--- config.mk ---
export PLATFORM = sky130hd
export DESIGN_NAME = dphy_rx_hs_sequencer
export DESIGN_NICKNAME = d
export VERILOG_FILES = /design/src/rtl/dphy_rx_hs_sequencer.sv
export SDC_FILE = /design/constraint.sdc
export NUM_CORES = 1
export LEC_CHECK = 0
export ABC_AREA = 1
export CORE_ASPECT_RATIO = 1.75
export CORE_MARGIN = 2
export CORE_UTILIZATION = 50
export DETAILED_ROUTE_END_ITERATION = 16
export HOLD_SLACK_MARGIN = 0.05
export PLACE_DENSITY = 0.71
export SYNTH_ARGS = -nofsm -noshare
export SYNTH_HDL_FRONTEND = slang
export SYNTH_SLANG_ARGS = --single-unit
--- constraint.sdc ---
create_clock -name dphy_clk -period 3.2 [get_ports dphy_clk]
set_input_delay 0.48 -clock dphy_clk [delete_from_list [all_inputs] [get_ports dphy_clk]]
set_output_delay 0.48 -clock dphy_clk [all_outputs]
set_load 0.005 [all_outputs]
--- src/rtl/dphy_rx_hs_sequencer.sv ---
// D-PHY RX lane sequencer: LP line decode, SoT walk, HS-enable window,
// end-of-transmission, entry error and HS timeout reporting.
module dphy_rx_hs_sequencer #(
    parameter int LP_FILTER      = 2,
    parameter int SETTLE_CYCLES  = 6,
    parameter int TIMEOUT_CYCLES = 40000
) (
    input  logic        dphy_clk,
    input  logic        areset,
    input  logic        enable,
    input  logic        lp_p,
    input  logic        lp_n,
    output logic        hs_en,
    output logic        align_rst,
    output logic        sot,
    output logic        eot,
    output logic        err_sot,
    output logic        err_timeout,
    output logic [15:0] burst_count,
    output logic [2:0]  dbg_state
);

    typedef enum logic [2:0] {
        STOP     = 3'd0,
        HS_RQST  = 3'd1,
        HS_PREP  = 3'd2,
        HS_RX    = 3'd3,
        ESC_WAIT = 3'd4
    } state_t;

    localparam logic [7:0]  SETTLE_LAST = 8'(SETTLE_CYCLES - 1);
    localparam logic [15:0] TO_LAST     = 16'(TIMEOUT_CYCLES - 1);
    localparam logic [3:0]  FILT        = 4'(LP_FILTER);

    logic [1:0]  meta;
    logic [1:0]  sync;
    logic [1:0]  sync_q;
    logic [3:0]  run_q;
    logic [3:0]  run_d;
    logic [1:0]  lp_code;

    state_t      state;
    state_t      next;
    logic [7:0]  settle_q;
    logic [15:0] to_q;
    logic [15:0] burst_q;
    logic        sot_d;
    logic        eot_d;
    logic        err_sot_d;
    logic        err_to_d;

    always_ff @(posedge dphy_clk or posedge areset) begin
        if (areset) begin
            meta <= 2'b11;
            sync <= 2'b11;
        end else begin
            meta <= {lp_p, lp_n};
            sync <= meta;
        end
    end

    // run_d = number of consecutive cycles the current sync code has held
    always_comb begin
        run_d = 4'd1;
        if (sync == sync_q) begin
            run_d = (run_q == 4'hf) ? run_q : run_q + 4'd1;
        end
    end

    always_ff @(posedge dphy_clk or posedge areset) begin
        if (areset) begin
            sync_q  <= 2'b11;
            run_q   <= 4'd0;
            lp_code <= 2'b11;
        end else begin
            sync_q <= sync;
            run_q  <= run_d;
            if (run_d >= FILT) begin
                lp_code <= sync;
            end
        end
    end

    always_ff @(posedge dphy_clk or posedge areset) begin
        if (areset) begin
            state       <= STOP;
            settle_q    <= 8'd0;
            to_q        <= 16'd0;
            sot         <= 1'b0;
            eot         <= 1'b0;
            err_sot     <= 1'b0;
            err_timeout <= 1'b0;
            burst_q     <= 16'd0;
        end else begin
            state       <= next;
            settle_q    <= (state == HS_PREP && next == HS_PREP) ?
                           settle_q + 8'd1 : 8'd0;
            to_q        <= (state == HS_RX && next == HS_RX) ?
                           to_q + 16'd1 : 16'd0;
            sot         <= sot_d;
            eot         <= eot_d;
            err_sot     <= err_sot_d;
            err_timeout <= err_to_d;
            if (sot_d) begin
                burst_q <= burst_q + 16'd1;
            end
        end
    end

    always_comb begin
        next      = state;
        err_sot_d = 1'b0;
        err_to_d  = 1'b0;
        if (!enable) begin
            next = STOP;
        end else begin
            unique case (state)
                STOP: begin
                    case (lp_code)
                        2'b01: next = HS_RQST;
                        2'b10: next = ESC_WAIT;
                        2'b00: begin
                            next      = ESC_WAIT;
                            err_sot_d = 1'b1;
                        end
                        default: next = STOP;
                    endcase
                end
                HS_RQST: begin
                    case (lp_code)
                        2'b00: next = HS_PREP;
                        2'b11: begin
                            next      = STOP;
                            err_sot_d = 1'b1;
                        end
                        2'b10: begin
                            next      = ESC_WAIT;
                            err_sot_d = 1'b1;
                        end
                        default: next = HS_RQST;
                    endcase
                end
                HS_PREP: begin
                    if (lp_code == 2'b11) begin
                        next      = STOP;
                        err_sot_d = 1'b1;
                    end else if (lp_code != 2'b00) begin
                        next      = ESC_WAIT;
                        err_sot_d = 1'b1;
                    end else if (settle_q == SETTLE_LAST) begin
                        next = HS_RX;
                    end
                end
                HS_RX: begin
                    // LP-11 takes precedence over a coincident timeout
                    if (lp_code == 2'b11) begin
                        next = STOP;
                    end else if (to_q == TO_LAST) begin
                        next     = ESC_WAIT;
                        err_to_d = 1'b1;
                    end
                end
                ESC_WAIT: begin
                    if (lp_code == 2'b11) begin
                        next = STOP;
                    end
                end
                default: next = STOP;
            endcase
        end
        sot_d = (next == HS_RX) && (state != HS_RX);
        eot_d = (state == HS_RX) && (next != HS_RX);
    end

    always_comb begin
        hs_en       = (state == HS_RX);
        align_rst   = (state != HS_RX);
        dbg_state   = state;
        burst_count = burst_q;
    end

endmodule

==> impl_results.md <==
- Outcome: complete, no violations
- Hold Crit Start: meta[0]$_DFF_PP1_
- Latest clock arrival within the worst-skew pair: 0.34 ns
- Worst endpoint data arrival time: 2.06 ns
- Number of synthesized register bits: 59
- Worst r2r path cells: 7
- Fin. Hold Viols: 0
- CP Capture Type: output pin
- Grt total ovfl: 0
- Initial drt markers: 90
- CP max stage cell: clkdlybuf4s50_1
- Row Count: 38
- Max cap viols: 0
- Num CTS Buffers: 9
- Slew headroom: 64.7%
- Top post-synthesis cells by area: dfrtp_1 (41%), nand2_1 (11%), dfstp_2 (6.8%)
- Place WS: 0.965 ns
- Synth Cell Area: 0.00311 mm^2
- Vias in the first global route: 2,512
- Syn-to-layout area delta: 17.9%
- Final Max Tran Viols: 0
- Postcts setup bufs: 0
- Core Region: 0.00613 mm^2
- Diodes inserted: 0
- Power Internal: 1.23 mW
- Post-route ant nets: 0
- Ys async rst share: 100%
- Clock Tree Buf Depth: 2
- Hold Path End: sync[0]$_DFF_PP1_
- Mapped Cells: 380
- First-pass GRT wire length: 11,200 um
- Worst Setup Start Kind: flop
- # resized after CTS: 0
- Setup WS post-layout: 0.657 ns
- R2R Path End: to_q[14]$_DFF_PP0_
- Setup_tns: 0 ns
- CTS tree: yes
- Layout fillers: 544
- Register area: 0.00149 mm^2
- Non-Filler Instances: 500
- Nets@finish: 425
- Top-area cell type share of the netlist area: 41.0%
- Worst Tran Pin Value: 0.526 ns
- Routed wire length: 6470 um
- CTS root buffer: clkbuf_8
- EDFF count, synth: 0
- H-tree lvl count: 3
- Synth warn: 0
- Area after DPL: 0.00348 mm^2
- Critical Path RT: 2.72 ns
- Part of the power in combinational logic: 13.5%
- DP Wirelength: 4720 um
- Final GP Congestion: 0.934
- WHS: 0.357 ns
- Hold Crit Depth: 0
- VDD IR max: 290 uV
- Crit share post-route: 79.5%
- Reg2reg start: dbg_state[2]$_DFF_PP0_
- Clk pwr share: 38.4%
- DRC violation count after routing: 0
- Ys flop type: dfrtp_1
- Critical path type: flop to output pin
- Synth Net Count: 390
- Sequential share of the synthesized area: 47.7%
- CP startpoint: dbg_state[2]$_DFF_PP0_
- TritonRoute pass-1 iters: 4
- Routed len/inst: 12.9 um
- Sw Share: 28.6%
- Skew final: 0.00853 ns
- CTS clk-pin slew, worst paths: 0.07 ns
- Hold Buf Count CTS: 0
- Starting Density: 50.8%
- Die X: 63.6 um
- IO buf count: 29
- Hold/Removal Path Class: flop to flop
- Fin area: 0.00367 mm^2
- Multi-input logic area: 0.00138 mm^2
- R2R setup slack: 0.94 ns
- RSZ-0062 raised after global routing: no
- Largest stage delay on the critical path: 0.52 ns
- Die Y: 108 um
- Detail-routed via count per cell: 5.15
- Power per cell area: 470 mW/mm^2
- Die ar.: 0.00690 mm^2
- Antenna violations before repair: 0
- Cell accounting for the most synthesized area: dfrtp_1
- Most common cell after layout, fill and taps aside: nand2_1
- Most frequent cells in the layout: nand2_1 (95), dfrtp_1 (51), nor2_1 (46), inv_1 (45), clkdlybuf4s50_1 (29)
- Fin crit period: 2.54 ns
- Max Fclk: 0.393 GHz
- Largest net degree at the start of global routing: 60
- Cell variety after synth: 31
- Clk sinks: 59
- DR vias: 2,575
- Placed insts: 484
- LEAKAGE: 1.72 nW
- P_sw: 0.493 mW
- Final setup vio count: 0
- CP Max Fanout: 12
- # IOs: 30
- Seq pwr share: 48.2%
- Layout cell share with drive strength beyond 1: 10.7%
- All-Layer GR Usage: 21.4%
- Avg Inst Size Synth: 8.19 um^2
- CP cell instances: nor2_2 > nand2_1 > buf_4 > inv_1 > clkdlybuf4s50_1
## flip-flops by register name, indices dropped and copies added, names as in the netlist
signal,count
sync,2
burst_count,16
err_sot,1
dbg_state,3
eot,1
run_q,4
sot,1
lp_code,2
settle_q,8
meta,2
to_q,16
err_timeout,1
sync_q,2
## worst max path at each step
| stage | end | slack, ns | cells after the start |
|---|---|---|---|
| after floorplan | burst_count[0]$_DFFE_PP0P_ | 1.28 | 1 |
| after global placement | to_q[0]$_DFF_PP0_ | 1.07 | 7 |
| after detailed placement | to_q[14]$_DFF_PP0_ | 0.96 | 7 |
| after CTS | hs_en | 0.64 | 5 |
| after global routing | hs_en | 0.53 | 5 |
| final | hs_en | 0.66 | 5 |
## power by group through the flow
stage	clock [mW]	combinational, mW	sequential, mW
detailed placement	0	0.233	0.844
finish	0.662	0.233	0.831
floorplan	0	0.164	0.836
CTS	0.683	0.235	0.830
global route	0.718	0.259	0.836
global placement	0	0.227	0.841
## Yosys cell counts, drive strengths merged (4+ instances only)
cell type,n
a21oi,7
buf,7
dfrtp,51
dfstp,8
ha,5
inv,50
nand2,96
nand3,21
nand4,23
nor2,48
nor3,17
o21ai,8
or2,4
xnor2,9
xor2,21
## layer usage
layer / wire, um / vias to the layer above / global-route usage, %
met2: 3370 / 58 / 37.2
met1: 2620 / 1221 / 23.6
met5: 0 / - / 0
met3: 184 / 23 / 3.75
li1: - / 1273 / -
met4: 296 / 0 / 14.3
## kinds of logic (layout without fill, tap and decap cells)
logic type / Yosys count / count (layout) / share of synthesized area [%]
DFF: 59 / 59 / 47.7
AOI/OAI and AO/OA: 17 / 17 / 3.34
buffers and inverters: 58 / 98 / 7.96
adders and majority gates: 5 / 5 / 2.01
and+or+nand+nor: 211 / 211 / 30.5
xor gates and xnor gates: 30 / 30 / 8.44
## layout make-up
cell class                 count  share of cell area [%]
tap                           80                    2.73
timing repair buffer          32                    8.86
multi-input combinational    263                    37.6
inverter                      50                    5.11
sequential                    59                    40.5
clock buffer                   9                    3.37
clock inverter                 7                    1.87
## per-stage QoR
stage / util (%) / power, mW
floorplan: - / 1.00
global placement: 56.7 / 1.07
detailed placement: 56.7 / 1.08
CTS: 59.9 / 1.75
global route: 59.9 / 1.81
finish: 59.9 / 1.73
## worst max-delay path: cells and delay by family, from the launching register on
| family | cells | cell delay (ns) |
|---|---|---|
| buffers and inverters | 3 | 0.89 |
| DFF | 1 | 0.46 |
| and+or+nand+nor | 2 | 0.37 |
Note: power is estimated with default switching activity, not from simulation.
